### src/rtl/fetch_stage_if.sv
// Shared fetch-packet types plus the I-cache / instruction-buffer bundle
// driven by the fetch stage (master) and its environment (slave).
package fetch_pkg;
   localparam int WAY         = 4;
   localparam int WAY_CNT_LEN = 3;

   typedef struct packed {
      logic        valid;
      logic [31:0] inst;
      logic [31:0] pc;
      logic [31:0] npc;
   } fetch_packet_t;
endpackage

interface fetch_stage_if;
   import fetch_pkg::*;

   logic [31:0]             icache_req_pc;
   logic                    icache_req_valid;
   logic [WAY-1:0]          icache_hit;
   logic [WAY-1:0][31:0]    icache_inst;
   fetch_packet_t [WAY-1:0] fetch_out;
   logic [WAY_CNT_LEN-1:0]  inst_buff_num_fetched;

   modport master (
      output icache_req_pc, icache_req_valid, fetch_out,
      input  icache_hit, icache_inst, inst_buff_num_fetched
   );

   modport slave (
      input  icache_req_pc, icache_req_valid, fetch_out,
      output icache_hit, icache_inst, inst_buff_num_fetched
   );
endinterface

### src/rtl/fetch_stage.sv
// PC generator and instruction fetch stage: packs consecutive I-cache hits into
// lanes for the instruction buffer, handles miss stalls, flush redirects and WFI halt.
module fetch_stage_checker #(
   parameter int CNT_W = 3
) (
   input logic             clock,
   input logic             reset,
   input logic             fetch_flush,
   input logic [CNT_W-1:0] num_fetched,
   input logic [CNT_W-1:0] n_valid
);
   // The buffer may only accept lanes that were actually offered.
   property p_accept_within_valid;
      @(posedge clock) disable iff (reset || fetch_flush) num_fetched <= n_valid;
   endproperty
   a_accept_within_valid: assert property (p_accept_within_valid);
endmodule

module fetch_stage #(
   parameter logic [31:0] RESET_PC = 32'h0000_0000,
   parameter logic [31:0] WFI_INST = 32'h1050_0073
) (
   input  logic          clock,
   input  logic          reset,
   input  logic          fetch_flush,
   input  logic [31:0]   flush_target_pc,
   fetch_stage_if.master fif,
   output logic          halted,
   output logic [31:0]   miss_cycles
);
   import fetch_pkg::*;

   localparam logic [1:0] ST_RUN  = 2'd0;
   localparam logic [1:0] ST_MISS = 2'd1;
   localparam logic [1:0] ST_HALT = 2'd2;

   logic [1:0]             state_r, state_nxt_s;
   logic [31:0]            pc_r, pc_nxt_s, pc_adv_s;
   logic [31:0]            miss_cnt_r;
   logic                   req_valid_s;
   logic [WAY-1:0]         lane_valid_s;
   logic [WAY_CNT_LEN-1:0] n_valid_s;
   logic                   wfi_accept_s;

   assign req_valid_s          = (state_r != ST_HALT);
   assign fif.icache_req_valid = req_valid_s;
   assign fif.icache_req_pc    = pc_r;
   assign halted               = (state_r == ST_HALT);
   assign miss_cycles          = miss_cnt_r;
   assign pc_adv_s = pc_r + {{(30 - WAY_CNT_LEN){1'b0}}, fif.inst_buff_num_fetched, 2'b00};

   // Lane qualification: a contiguous run of hits, truncated just after the first WFI.
   always_comb begin
      logic open_v;
      open_v       = req_valid_s;
      lane_valid_s = '0;
      n_valid_s    = '0;
      wfi_accept_s = 1'b0;
      for (int i = 0; i < WAY; i++) begin
         lane_valid_s[i] = open_v & fif.icache_hit[i];
         open_v          = lane_valid_s[i] & (fif.icache_inst[i] != WFI_INST);
         n_valid_s       = n_valid_s + {{(WAY_CNT_LEN - 1){1'b0}}, lane_valid_s[i]};
         wfi_accept_s    = wfi_accept_s | (lane_valid_s[i] & (fif.icache_inst[i] == WFI_INST)
                           & (WAY_CNT_LEN'(i) < fif.inst_buff_num_fetched));
      end
   end

   // Fetch packet lanes; no branch prediction, so NPC is always PC+4.
   always_comb begin
      for (int i = 0; i < WAY; i++) begin
         if (lane_valid_s[i]) begin
            fif.fetch_out[i].valid = 1'b1;
            fif.fetch_out[i].inst  = fif.icache_inst[i];
            fif.fetch_out[i].pc    = pc_r + (32'(i) << 2);
            fif.fetch_out[i].npc   = pc_r + (32'(i) << 2) + 32'd4;
         end else begin
            fif.fetch_out[i] = '0;
         end
      end
   end

   // Next state / PC; a flush overrides everything and drops the accept count.
   always_comb begin
      state_nxt_s = state_r;
      pc_nxt_s    = pc_r;
      if (fetch_flush) begin
         state_nxt_s = ST_RUN;
         pc_nxt_s    = flush_target_pc & ~32'h0000_0003;
      end else begin
         case (state_r)
            ST_RUN, ST_MISS: begin
               if (wfi_accept_s) begin
                  state_nxt_s = ST_HALT;
                  pc_nxt_s    = pc_adv_s;
               end else if (!fif.icache_hit[0]) begin
                  state_nxt_s = ST_MISS;
                  pc_nxt_s    = pc_r;
               end else begin
                  state_nxt_s = ST_RUN;
                  pc_nxt_s    = pc_adv_s;
               end
            end
            ST_HALT: begin
               state_nxt_s = ST_HALT;
               pc_nxt_s    = pc_r;
            end
            default: begin
               state_nxt_s = ST_RUN;
               pc_nxt_s    = pc_r;
            end
         endcase
      end
   end

   // State, PC and saturating miss-cycle counter.
   always_ff @(posedge clock) begin
      if (reset) begin
         state_r    <= ST_RUN;
         pc_r       <= RESET_PC;
         miss_cnt_r <= 32'd0;
      end else begin
         state_r <= state_nxt_s;
         pc_r    <= pc_nxt_s;
         if ((state_r == ST_MISS) && (miss_cnt_r != 32'hFFFF_FFFF)) begin
            miss_cnt_r <= miss_cnt_r + 32'd1;
         end else begin
            miss_cnt_r <= miss_cnt_r;
         end
      end
   end

   fetch_stage_checker #(.CNT_W(WAY_CNT_LEN)) u_checker (
      .clock       (clock),
      .reset       (reset),
      .fetch_flush (fetch_flush),
      .num_fetched (fif.inst_buff_num_fetched),
      .n_valid     (n_valid_s)
   );
endmodule

### src/flat_wrapper.sv
// flat-port wrapper written by rule: the top's interface ports become plain ports
module fetch_stage_flat import fetch_pkg::*;
#(
   parameter logic [31:0] RESET_PC = 32'h0000_0000,
   parameter logic [31:0] WFI_INST = 32'h1050_0073
)
  (clock, reset, fetch_flush, flush_target_pc, halted, miss_cycles, fif_icache_req_pc, fif_icache_req_valid, fif_fetch_out, fif_icache_hit, fif_icache_inst, fif_inst_buff_num_fetched);
  fetch_stage_if fif_i ();
  input  logic clock;
  input  logic reset;
  input  logic fetch_flush;
  input  logic [31:0] flush_target_pc;
  output logic halted;
  output logic [31:0] miss_cycles;
  output wire logic [$bits(fif_i.icache_req_pc)-1:0] fif_icache_req_pc;
  output wire logic [$bits(fif_i.icache_req_valid)-1:0] fif_icache_req_valid;
  output wire logic [$bits(fif_i.fetch_out)-1:0] fif_fetch_out;
  input wire logic [$bits(fif_i.icache_hit)-1:0] fif_icache_hit;
  input wire logic [$bits(fif_i.icache_inst)-1:0] fif_icache_inst;
  input wire logic [$bits(fif_i.inst_buff_num_fetched)-1:0] fif_inst_buff_num_fetched;
  assign fif_icache_req_pc = fif_i.icache_req_pc;
  assign fif_icache_req_valid = fif_i.icache_req_valid;
  assign fif_fetch_out = fif_i.fetch_out;
  assign fif_i.icache_hit = fif_icache_hit;
  assign fif_i.icache_inst = fif_icache_inst;
  assign fif_i.inst_buff_num_fetched = fif_inst_buff_num_fetched;
  fetch_stage #(.RESET_PC(RESET_PC), .WFI_INST(WFI_INST)) u_core (.clock(clock), .reset(reset), .fetch_flush(fetch_flush), .flush_target_pc(flush_target_pc), .fif(fif_i), .halted(halted), .miss_cycles(miss_cycles));
endmodule
### config.mk
export PLATFORM = sky130hd
export DESIGN_NAME = fetch_stage_flat
export DESIGN_NICKNAME = d
export VERILOG_FILES = /design/src/rtl/fetch_stage_if.sv /design/src/rtl/fetch_stage.sv /design/src/flat_wrapper.sv
export SDC_FILE = /design/constraint.sdc
export NUM_CORES = 1
export LEC_CHECK = 0
export BUFFER_PORTS_ARGS = -buffer_cell sky130_fd_sc_hd__buf_2
export CORE_AREA = 2 2 240 242
export CTS_CLUSTER_DIAMETER = 100
export DETAILED_ROUTE_END_ITERATION = 10
export DIE_AREA = 0 0 242 244
export SKIP_LAST_GASP = 1
export SYNTH_ARGS = -nofsm -noshare
export SYNTH_HDL_FRONTEND = slang
export SYNTH_SLANG_ARGS = --single-unit
### constraint.sdc
create_clock -name clock -period 6.3 [get_ports clock]
set_input_delay 0 -clock clock [delete_from_list [all_inputs] [get_ports clock]]
set_output_delay 0 -clock clock [all_outputs]
set_load 0.02 [all_outputs]
==> run_results.csv <==
group,metric,value,unit
synthesis,syn-instance-count,1431,
critical_path,reg2reg_slack,2.80,ns
timing,drv_slew,0,
timing,rsz0062_at_grt,"no",
synthesis,async_flop_share,0,%
die,start_util,16.4,%
power_and_ir_drop,internal_power,913,µW
critical_path,startpoint_type,"flip-flop",
power_and_ir_drop,p_leak,6.32,nW
global_routing,antenna_found_initial,31,
final_layout,instances_no_fill,2770,
critical_path,cp_slowest_stage_delay,1.09,ns
critical_path,reg2reg_from,"u_core.fif.icache_req_pc[18]",
clocking,cts_sinks,64,
route,num_vias,12900,
synthesis,syn-cell-area,0.00923,mm²
route,ant_nets,0,
run,cap_violations,0,
final_layout,drive_gt1_share,34.4,%
timing,skew,0.00971,ns
power_and_ir_drop,clkPwrFrac,32.1,%
timing,timing.setup.tns,0,ns
global_routing,grt_pass1_vias,11900,
hold_path,hold_path.class,"in -> reg",
synthesis,ys_ff_latch,64,
placed_design,port_buffers,603,
clocking,cts_buffer_depth,2,
hold_path,hold_start,"flush_target_pc[15]",
global_routing,overflow,0,
critical_path,path_buf_inv,2,
power_and_ir_drop,power_frac_seq,28.9,%
critical_path,cpMaxStageDelayCell,"nor4_1",
die,core,0.0562,mm²
synthesis,ys_seq_area_share,13.9,%
route,drc_errors,0,
global_routing,grt_max_degree,65,
route,vias_per_cell,4.64,
timing,setup_viol,0,
die,die_area,0.0590,mm²
final_layout,fin_nets,2179,
critical_path,critPathArrivalTime,5.11,ns
global_routing,grt_pass1_wl,86300,µm
critical_path,cp_max_fo,15,
power_and_ir_drop,power_density,115,mW/mm²
global_routing,grt_use_total,19.9,%
power_and_ir_drop,power.switching,643,µW
hold_path,hold-path-cell-count,4,
critical_path,cp.required,6.30,ns
route,totalWireLength,62500,µm
critical_path,end_kind,"output port",
timing,period_minus_slack,5.11,ns
route,wl_per_cell,22.6,µm
route,drt_iter0_markers,869,
hold_path,whs_endpoint,"u_core.fif.icache_req_pc[15]",
synthesis,synth_flop_cell,"dfxtp_1",
clocking,cts_root_buf,"clkbuf_16",
timing,tightest_slew,1.19,ns
critical_path,r2r_end,"u_core.fif.icache_req_pc[29]",
synthesis,yosys_warnings,0,
power_and_ir_drop,p_sw_share,41.3,%
clocking,clock_latency,0.34,ns
synthesis,synth_cell_types,64,
die,rows,87,
critical_path,worstSetupPathType,"reg -> out",
clocking,cts_made_buffers,9,
timing,setup_ws,1.19,ns
die,fp.dieH,244,µm
timing,max_freq,196,MHz
status,status,"finished, final reports clean",
placed_design,routabilityCongestion,0.920,
final_layout,syn2layout_area_growth,47.1,%
die,io_pins,624,
critical_path,reg2regPathDepth,6,
timing,finalHoldViolCount,0,
clocking,cts_max_level,3,
power_and_ir_drop,power_frac_comb,39.0,%
critical_path,critPathTopFamily,"simple AND/OR/NAND/NOR gates",
placed_design,hpwl,51900,µm
timing,slew-limit-headroom,20.0,%
placed_design,dp_cells,2715,
route,firstDrtPassIters,5,
clocking,post_cts_resized,0,
critical_path,path_cells,"nand4_1, nor4_1, nand2_1, xor2_1, buf_4, nor4_1, nand4_1, a21oi_1, buf_2",
synthesis,avgSynthCellArea,6.45,µm²
synthesis,synth_edf_count,0,
clocking,cts_tree,"done",
clocking,clk_pin_slew_worst_paths,0.06,ns
power_and_ir_drop,vdd_drop_max,0.113,mV
timing,min_period_over_period,81.1,%
die,dieWidth,242,µm
final_layout,post-route-util,24.2,%
placed_design,post-place-ws,1.61,ns
==> synthesized netlist by cell type (4+ instances only) <==
| cell type | number | area share, % |
|---|---|---|
| a21boi_0 | 4 | 0.33 |
| a21o_1 | 4 | 0.33 |
| a21oi_1 | 43 | 2.3 |
| a31o_2 | 6 | 0.57 |
| and2_1 | 116 | 7.9 |
| and3_1 | 66 | 4.5 |
| and4_1 | 7 | 0.66 |
| buf_1 | 12 | 0.49 |
| buf_2 | 15 | 0.81 |
| buf_4 | 20 | 1.6 |
| clkbuf_1 | 85 | 3.5 |
| dfxtp_1 | 64 | 14 |
| ha_1 | 10 | 1.4 |
| inv_1 | 26 | 1.1 |
| mux2i_1 | 17 | 1.8 |
| nand2_1 | 72 | 2.9 |
| nand2b_1 | 10 | 0.68 |
| nand3_1 | 47 | 2.5 |
| nand3b_1 | 4 | 0.33 |
| nand4_1 | 45 | 3.0 |
| nor2_1 | 299 | 12 |
| nor2b_1 | 8 | 0.54 |
| nor3_1 | 58 | 3.1 |
| nor3b_1 | 4 | 0.33 |
| nor4_1 | 52 | 3.5 |
| nor4_2 | 5 | 0.68 |
| nor4b_1 | 10 | 0.95 |
| nor4bb_1 | 10 | 1.1 |
| o211ai_1 | 5 | 0.41 |
| o21a_1 | 8 | 0.65 |
| o21ai_0 | 29 | 1.6 |
| o22ai_1 | 5 | 0.34 |
| o31a_1 | 5 | 0.47 |
| o31ai_1 | 8 | 0.65 |
| o41ai_1 | 4 | 0.38 |
| or2_2 | 7 | 0.47 |
| or3_1 | 26 | 1.8 |
| or4_1 | 21 | 1.7 |
| xnor2_1 | 90 | 8.5 |
| xor2_1 | 71 | 6.7 |
==> routing by layer <==
layer  vias to the layer above  wire, µm  part of all wire, %  global-route usage [%]
met5                         -       257                 0.41                       0
met4                        42      2360                  3.8                    7.41
met3                       112      5730                  9.2                    6.11
met2                       628     27500                   44                    31.2
met1                      5997     26700                   43                    25.6
li1                       6072         -                    -                       -
==> power by group through the flow <==
stage | sequential (mW) | combinational [mW] | clock, mW
3_3_place_gp | 0.457 | 0.587 | 0
3_5_place_dp | 0.458 | 0.587 | 0
6_report | 0.450 | 0.607 | 0.500
2_1_floorplan | 0.451 | 0.337 | 0
5_1_grt | 0.452 | 0.648 | 0.525
4_1_cts | 0.449 | 0.606 | 0.512
==> metrics by stage <==
stage               total power [mW]  instance area (µm²)  hold WS (ns)
detailed placement              1.05                13000         0.240
global route                    1.62                13600        0.0502
global placement                1.04                13000         0.236
floorplan                      0.788                 9300         0.143
CTS                             1.57                13600        0.0164
finish                          1.56                13600        0.0262
==> worst register-to-register path, stage by stage (launching register included) <==
cell     delay [ns]
dfxtp_1        0.90
nand4_1        0.67
nor4_1         1.17
nand3_1        0.25
xnor2_1        0.20
mux2i_1        0.13
nor2_1         0.05
==> cell families (layout without fill, tap and decap cells) <==
kind of cell	after synthesis	count (layout)	synth area share, %
adders and majority gates	11	11	1.57
muxes	21	21	2.33
and+or+nand+nor	877	877	50.0
AOI/OAI and AO/OA	137	137	9.41
buffers and inverters	159	714	7.48
DFF	64	64	13.9
other	1	29	0.0406
xor gates and xnor gates	161	161	15.3
==> final cells by class <==
cell class,count,area (µm²)
fill,6418,42600
clock inverter,5,37.5
multi-input combinational,1225,7340
clock buffer,11,253
tap,756,946
inverter,27,101
timing repair buffer,671,3600
sequential,64,1280
antenna,11,27.5
==> state kept, by name, summed over array words and instances (netlist names) <==
register,count
u_core.miss_cycles,32
u_core.fif.icache_req_pc,30
u_core.state_r,2
==> cell usage in the layout, fill, tap and decap left out, drive strengths merged, types with 32 or more instances in the layout <==
cell	netlist	routed
and2	117	117
and3	66	66
a21oi	43	43
xor2	71	71
buf	47	643
nand2	73	73
xnor2	90	90
nand4	46	46
nor2	299	299
dfxtp	64	64
nor3	58	58
o21ai	32	32
nand3	47	47
nor4	58	58
==> worst max-delay path by stage <==
stage,startpoint,end,slack [ns],cells past startpoint
2_1_floorplan,u_core.fif.icache_req_pc[2],fif_fetch_out[315],2.23,13
3_3_place_gp,u_core.fif.icache_req_pc[3],fif_fetch_out[322],1.63,10
3_5_place_dp,u_core.fif.icache_req_pc[3],fif_fetch_out[322],1.61,10
4_1_cts,u_core.fif.icache_req_pc[3],fif_fetch_out[322],1.23,10
5_1_grt,u_core.fif.icache_req_pc[10],fif_fetch_out[124],0.88,9
6_report,u_core.fif.icache_req_pc[10],fif_fetch_out[127],1.19,9
==> what timing repair did <==
action / CTS / global route
endpoints found under the hold margin: 28 / 0
hold buffers: 28 / 0
buffers inserted: 0 / 0
No activity file was read; power rests on OpenSTA's default activity.
